<file path="config.mk">
export PLATFORM = sky130hd
export DESIGN_NAME = dcim_bitserial_mac_flat
export DESIGN_NICKNAME = d
export VERILOG_FILES = /design/src/rtl/dcim_bitserial_mac_if.sv /design/src/rtl/dcim_bitserial_mac.sv /design/src/flat_wrapper.sv
export SDC_FILE = /design/constraint.sdc
export NUM_CORES = 2
export LEC_CHECK = 0
export CAP_MARGIN = 20
export CORE_MARGIN = 2
export CORE_UTILIZATION = 45
export CTS_CLUSTER_DIAMETER = 150
export CTS_CLUSTER_SIZE = 16
export DETAILED_ROUTE_END_ITERATION = 16
export GPL_TIMING_DRIVEN = 1
export PLACE_DENSITY = 0.76
export SLEW_MARGIN = 20
export SYNTH_ARGS = -nofsm -noshare
export SYNTH_HDL_FRONTEND = slang
export SYNTH_SLANG_ARGS = --single-unit
export TNS_END_PERCENT = 1
</file>
<file path="constraint.sdc">
create_clock -name clk -period 1.9 [get_ports clk]
set_input_delay 0.285 -clock clk [delete_from_list [all_inputs] [get_ports clk]]
set_output_delay 0.285 -clock clk [all_outputs]
set_load 0.01 [all_outputs]
</file>
<file path="src/rtl/dcim_bitserial_mac_if.sv">
// dcim_bitserial_mac_if: beat stream from the CIM array read-out and the result stream to requant.
interface dcim_bitserial_mac_if #(
    parameter int NUM_CH   = 4,
    parameter int NUM_ELEM = 32,
    parameter int ELEM_W   = 4,
    parameter int NUM_BITS = 4
);
    localparam int OUT_W = ELEM_W + $clog2(NUM_ELEM) + NUM_BITS;
    logic                             in_valid;
    logic [NUM_CH*NUM_ELEM*ELEM_W-1:0] in_data;
    logic                             in_signed;
    logic                             in_clear;
    logic                             out_valid;
    logic [NUM_CH*OUT_W-1:0]          out_data;
    modport master (output in_valid, in_data, in_signed, in_clear, input out_valid, out_data);
    modport slave (input in_valid, in_data, in_signed, in_clear, output out_valid, out_data);
endinterface

</file>
<file path="src/rtl/dcim_bitserial_mac.sv">
// dcim_bitserial_mac: per-channel pipelined adder tree feeding an MSB-first shift-accumulate.
module dcim_bitserial_mac #(
    parameter int NUM_CH   = 4,
    parameter int NUM_ELEM = 32,
    parameter int ELEM_W   = 4,
    parameter int NUM_BITS = 4
) (
    input logic clk,
    input logic rst_n,
    dcim_bitserial_mac_if.slave bus
);
    localparam int L     = $clog2(NUM_ELEM);
    localparam int SUM_W = ELEM_W + L;
    localparam int OUT_W = SUM_W + NUM_BITS;
    localparam int CW    = $clog2(NUM_BITS);

    logic [L:0]       vld;
    logic [L:0]       sgn;
    logic [CW-1:0]    cnt;
    logic             acc_done;
    logic [OUT_W-1:0] acc [NUM_CH];

    // level 0 is the input register; level k holds NUM_ELEM>>k partial sums of ELEM_W+k bits
    for (genvar k = 0; k <= L; k++) begin : g_lvl
        localparam int N = NUM_ELEM >> k;
        localparam int W = ELEM_W + k;
        logic [W-1:0] s [NUM_CH][N];
        if (k == 0) begin : g_in
            always_ff @(posedge clk)
                for (int c = 0; c < NUM_CH; c++)
                    for (int e = 0; e < N; e++)
                        s[c][e] <= bus.in_data[(c*NUM_ELEM+e)*ELEM_W +: ELEM_W];
        end else begin : g_add
            always_ff @(posedge clk)
                for (int c = 0; c < NUM_CH; c++)
                    for (int e = 0; e < N; e++)
                        s[c][e] <= {1'b0, g_lvl[k-1].s[c][2*e]} + {1'b0, g_lvl[k-1].s[c][2*e+1]};
        end
    end

    always_ff @(posedge clk)
        sgn <= {sgn[L-1:0], bus.in_signed};

    // beat 0 restarts the accumulator, so back-to-back groups never see the previous result
    always_ff @(posedge clk)
        if (vld[L])
            for (int c = 0; c < NUM_CH; c++)
                acc[c] <= cnt != '0 ? (acc[c] << 1) + OUT_W'(g_lvl[L].s[c][0])
                        : sgn[L] ? -OUT_W'(g_lvl[L].s[c][0]) : OUT_W'(g_lvl[L].s[c][0]);

    always_ff @(posedge clk or negedge rst_n)
        if (!rst_n) begin
            vld           <= '0;
            cnt           <= '0;
            acc_done      <= 1'b0;
            bus.out_valid <= 1'b0;
            bus.out_data  <= '0;
        end else begin
            vld           <= bus.in_clear ? '0 : {vld[L-1:0], bus.in_valid};
            cnt           <= bus.in_clear ? '0
                           : vld[L] ? (cnt == CW'(NUM_BITS-1) ? '0 : cnt + 1'b1) : cnt;
            acc_done      <= ~bus.in_clear & vld[L] & (cnt == CW'(NUM_BITS-1));
            bus.out_valid <= acc_done;
            for (int c = 0; c < NUM_CH; c++)
                bus.out_data[c*OUT_W +: OUT_W] <= acc_done ? acc[c] : '0;
        end
endmodule

</file>
<file path="src/flat_wrapper.sv">
// flat-port wrapper written by rule: the top's interface ports become plain ports
module dcim_bitserial_mac_flat 
#(
    parameter int NUM_CH   = 4,
    parameter int NUM_ELEM = 32,
    parameter int ELEM_W   = 4,
    parameter int NUM_BITS = 4
)
  (clk, rst_n, bus_in_valid, bus_in_data, bus_in_signed, bus_in_clear, bus_out_valid, bus_out_data);
  dcim_bitserial_mac_if #(.NUM_CH(NUM_CH), .NUM_ELEM(NUM_ELEM), .ELEM_W(ELEM_W), .NUM_BITS(NUM_BITS)) bus_i ();
  input logic clk;
  input logic rst_n;
  input wire logic [$bits(bus_i.in_valid)-1:0] bus_in_valid;
  input wire logic [$bits(bus_i.in_data)-1:0] bus_in_data;
  input wire logic [$bits(bus_i.in_signed)-1:0] bus_in_signed;
  input wire logic [$bits(bus_i.in_clear)-1:0] bus_in_clear;
  output wire logic [$bits(bus_i.out_valid)-1:0] bus_out_valid;
  output wire logic [$bits(bus_i.out_data)-1:0] bus_out_data;
  assign bus_i.in_valid = bus_in_valid;
  assign bus_i.in_data = bus_in_data;
  assign bus_i.in_signed = bus_in_signed;
  assign bus_i.in_clear = bus_in_clear;
  assign bus_out_valid = bus_i.out_valid;
  assign bus_out_data = bus_i.out_data;
  dcim_bitserial_mac #(.NUM_CH(NUM_CH), .NUM_ELEM(NUM_ELEM), .ELEM_W(ELEM_W), .NUM_BITS(NUM_BITS)) u_core (.clk(clk), .rst_n(rst_n), .bus(bus_i));
endmodule
</file>
==> impl_results.md <==
- CTS root buf: clkbuf_16
- Type of the most critical hold path: primary input to flip-flop
- Ys async rst share: 0.0457
- Power Dens Cells: approximately 1300 nW/um2
- Largest family of logic cells by synthesized area: adder cells
- Failing checks: setup timing
- Global-route wire length before repair: between 150 and 200 mm
- RSZ-0062 raised after global routing: yes
- #FFs+latches synth: 1356
- # setup viols final: 9
- Final core utilization: 0.584
- Post-synthesis cell type count: 65
- Total GRT Usage: 0.190
- Commonest non-fill, non-tap cells in the layout: 1237 x dfxtp_1, 617 x ha_1, 515 x clkdlybuf4s50_1, 421 x inv_1, 377 x dlygate4sd3_1
- Nets: 6714
- Critical Path AT: roughly 2500 ps
- Number of global-route vias before repair: around 36000
- Vias/cell: 4.80
- Flop2flop setup slack: -130 ps
- Initial antenna violation count: 8
- Fin worst setup slack: -127 ps
- Simple-Gate Fraction of Synth Area: 0.0591
- Area Growth Syn to Fin: 28.9%
- Finished Cell Area: about 67000 um2
- Startpoint Class: flip-flop
- Final hold vios: 0
- # rows: between 100 and 150
- Tcrit/Tclk final: 1.07
- Gate Count Post-Synth: about 4300
- Clock Path Buffers: 3
- CTS tree: yes
- Via count: approximately 33000
- Clock Sink Count: 1356
- Largest net degree at the start of global routing: between 40 and 50
- Worst slew pin tran: 552 ps
- H-tree levels: 3
- XOR/XNOR Fraction of Synth Area: 0.0622
- Rel. slew slack: 0.631
- Worst Setup End Kind: flip-flop
- Grt total ovfl: 0
- 1st-iter DRT viols: 1204
- Achievable frequency: 0.493 GHz
- Kind of critical path: flip-flop to flip-flop
- Mapped Area: a little over 50000 um2
- Total Routed Length: between 100 and 150 mm
- Fraction of layout cells with a size suffix above 1: 0.0493
- ANT nets after route: 0
- Worst-path cell chain: ha_4 -> inv_2 -> fa_2 -> nor2b_1 -> o31a_1 -> buf_4 -> o211ai_1 -> o221ai_1
- Status: finished with violations
- Initial Util: 0.453
- Register area share after synthesis: 0.540
- DRC errors left: 0
- Cts bufs inserted: 94
- Minimum clock period: 2030 ps
- Most common cell after layout, fill and taps aside: dfxtp_1
- Gpl congestion: 0.859
- Crit-path max cell delay: 440 ps
- CP Max Fanout: 5
- Post-DP HPWL: 79.5 mm
- Cell Area, Placed: 60200 um2
- DR pass1 iterations: 5
- Final Power: 89.3 mW
- Port-buffer cells: between 500 and 600
- Die width: roughly 340 um
- Post-Synth Adder-Cell Area: 0.203
- Worst Path Buf+Inv: 2
- Family with the most delay on the worst path: compound AO/OA/AOI/OAI gates
- LEAKAGE: 30.6 nW
- Die area: about 120000 um2
- Yosys warns: 0
- Mux share of post-synthesis cell area: 0.00369
- Wire per inst: between 15 and 20 um
- Die Height: 343 um
- Syn_nets: 5594
- Number of synthesized flops with an enable pin: 52
- I/O Pins: 570
- CP required: ~2300 ps
- Max-slew violation count: 0
- Post-synth top flop: dfxtp_1
- VDD IR max: 0.895 mV
- Max stage delay cell, worst path: edfxtp_1
- Layout Skew: 25.1 ps
- Synth Area in Compound Gates: 0.0998
- Worst-skew pair later-pin latency: 690 ps
- Synthesized area per cell: ~12 um2
- Core area: 114000 um2
- Max cap viols: 0
- Clock Pin Slew Worst Setup and Hold Paths: 80 ps
==> worst reg2reg max path, stage by stage, from the launching register on <==
cell and delay (ps):
edfxtp_1 440, ha_4 190, inv_2 50, fa_2 200, nor2b_1 60, o31a_1 370
buf_4 160, o211ai_1 160, o221ai_1 130
==> registers in the layout (all words and copies together) (netlist names) <==
signal / cells
u_core.bus.out_data: 52
u_core.bus.out_valid: 1
u_core.vld: 6
u_core.acc_done: 1
u_core.cnt: 2
u_core.sgn: 6
u_core.acc: 52
u_core.g_lvl.s: 1236
==> path summary, 6_finish.rpt <==
| kind | cells past startpoint | endpoint | from |
|---|---|---|---|
| hold / removal | 1 | u_core.g_lvl[0].s[0][61] | bus_in_data[65] |
| max in group asynchronous | 3 | u_core.vld[0] | rst_n |
| setup / recovery | 8 | u_core.acc[3][9] | u_core.acc[3][0] |
| setup reg to reg | 8 | u_core.acc[3][9] | u_core.acc[3][0] |
| hold reg to reg | 0 | u_core.sgn[4] | u_core.sgn[3] |
| min in group asynchronous | 2 | u_core.bus.out_data[39] | rst_n |
==> where the power goes <==
part           leakage, nW  switching (mW)  internal, mW
sequential            11.8            2.95          35.0
combinational         17.5            16.4          16.1
clock                 1.26            9.66          9.16
==> cell families after synthesis <==
| kind of cell | after synthesis |
|---|---|
| multiplexers | 19 |
| adder cells (fa/ha/maj) | 766 |
| flip-flops | 1356 |
| buffers and inverters | 444 |
| AND/OR/NAND/NOR | 575 |
| AO/OA/AOI/OAI | 783 |
| XOR/XNOR | 368 |
==> synthesized netlist by cell type (all sizes together), types with 50 or more instances <==
master / number / area share
dfxtp: 1242 / 0.48
ha: 638 / 0.15
inv: 422 / 0.031
xnor2: 279 / 0.047
a21oi: 227 / 0.022
a21o: 214 / 0.031
nor2: 153 / 0.011
fa: 128 / 0.049
o21ai: 125 / 0.012
xor2: 89 / 0.015
nor2b: 87 / 0.010
nand2b: 66 / 0.0080
nor3: 66 / 0.0064
dfrtp: 62 / 0.030
and2: 58 / 0.0070
edfxtp: 52 / 0.030
nand2: 50 / 0.0036
==> routing by layer <==
| layer | vias up | GRT usage | part of all wire |
|---|---|---|---|
| met1 | 15700 | 0.216 | 0.41 |
| met2 | 685 | 0.355 | 0.52 |
| li1 | 16800 | - | - |
| met3 | 205 | 0.0338 | 0.042 |
| met4 | 6 | 0.0638 | 0.032 |
| met5 | - | 0 | 0.00034 |
==> layout make-up <==
class,instances,area [um2]
timing repair buffer,1044,10200
sequential,1356,28000
tap,1512,1890
multi-input combinational,2511,22500
inverter,424,1590
fill,8779,47500
clock inverter,6,136
clock buffer,112,2460
antenna,6,15.0
==> metrics by stage <==
stage	worst slack [ps]	cells	hold slack [ps]	TNS, ps
after floorplan	-0.607	4311	-10.6	-0.607
after global placement	-76.1	6468	250	-376
after detailed placement	-134	6468	253	-1180
after CTS	-147	6957	0.195	-691
after global routing	-182	6968	-13.1	-1810
final	-127	6971	43.3	-508
==> what timing repair did <==
| item | in CTS | in global routing |
|---|---|---|
| buffers inserted | 0 | 2 |
| gates resized for setup | 72 | 45 |
| setup endpoints to repair | 75 | 38 |
| endpoints found under the hold margin | 432 | 6 |
| pin swaps | 4 | 11 |
| hold buffers | 371 | 6 |
Power figures use the tool's default switching activity.
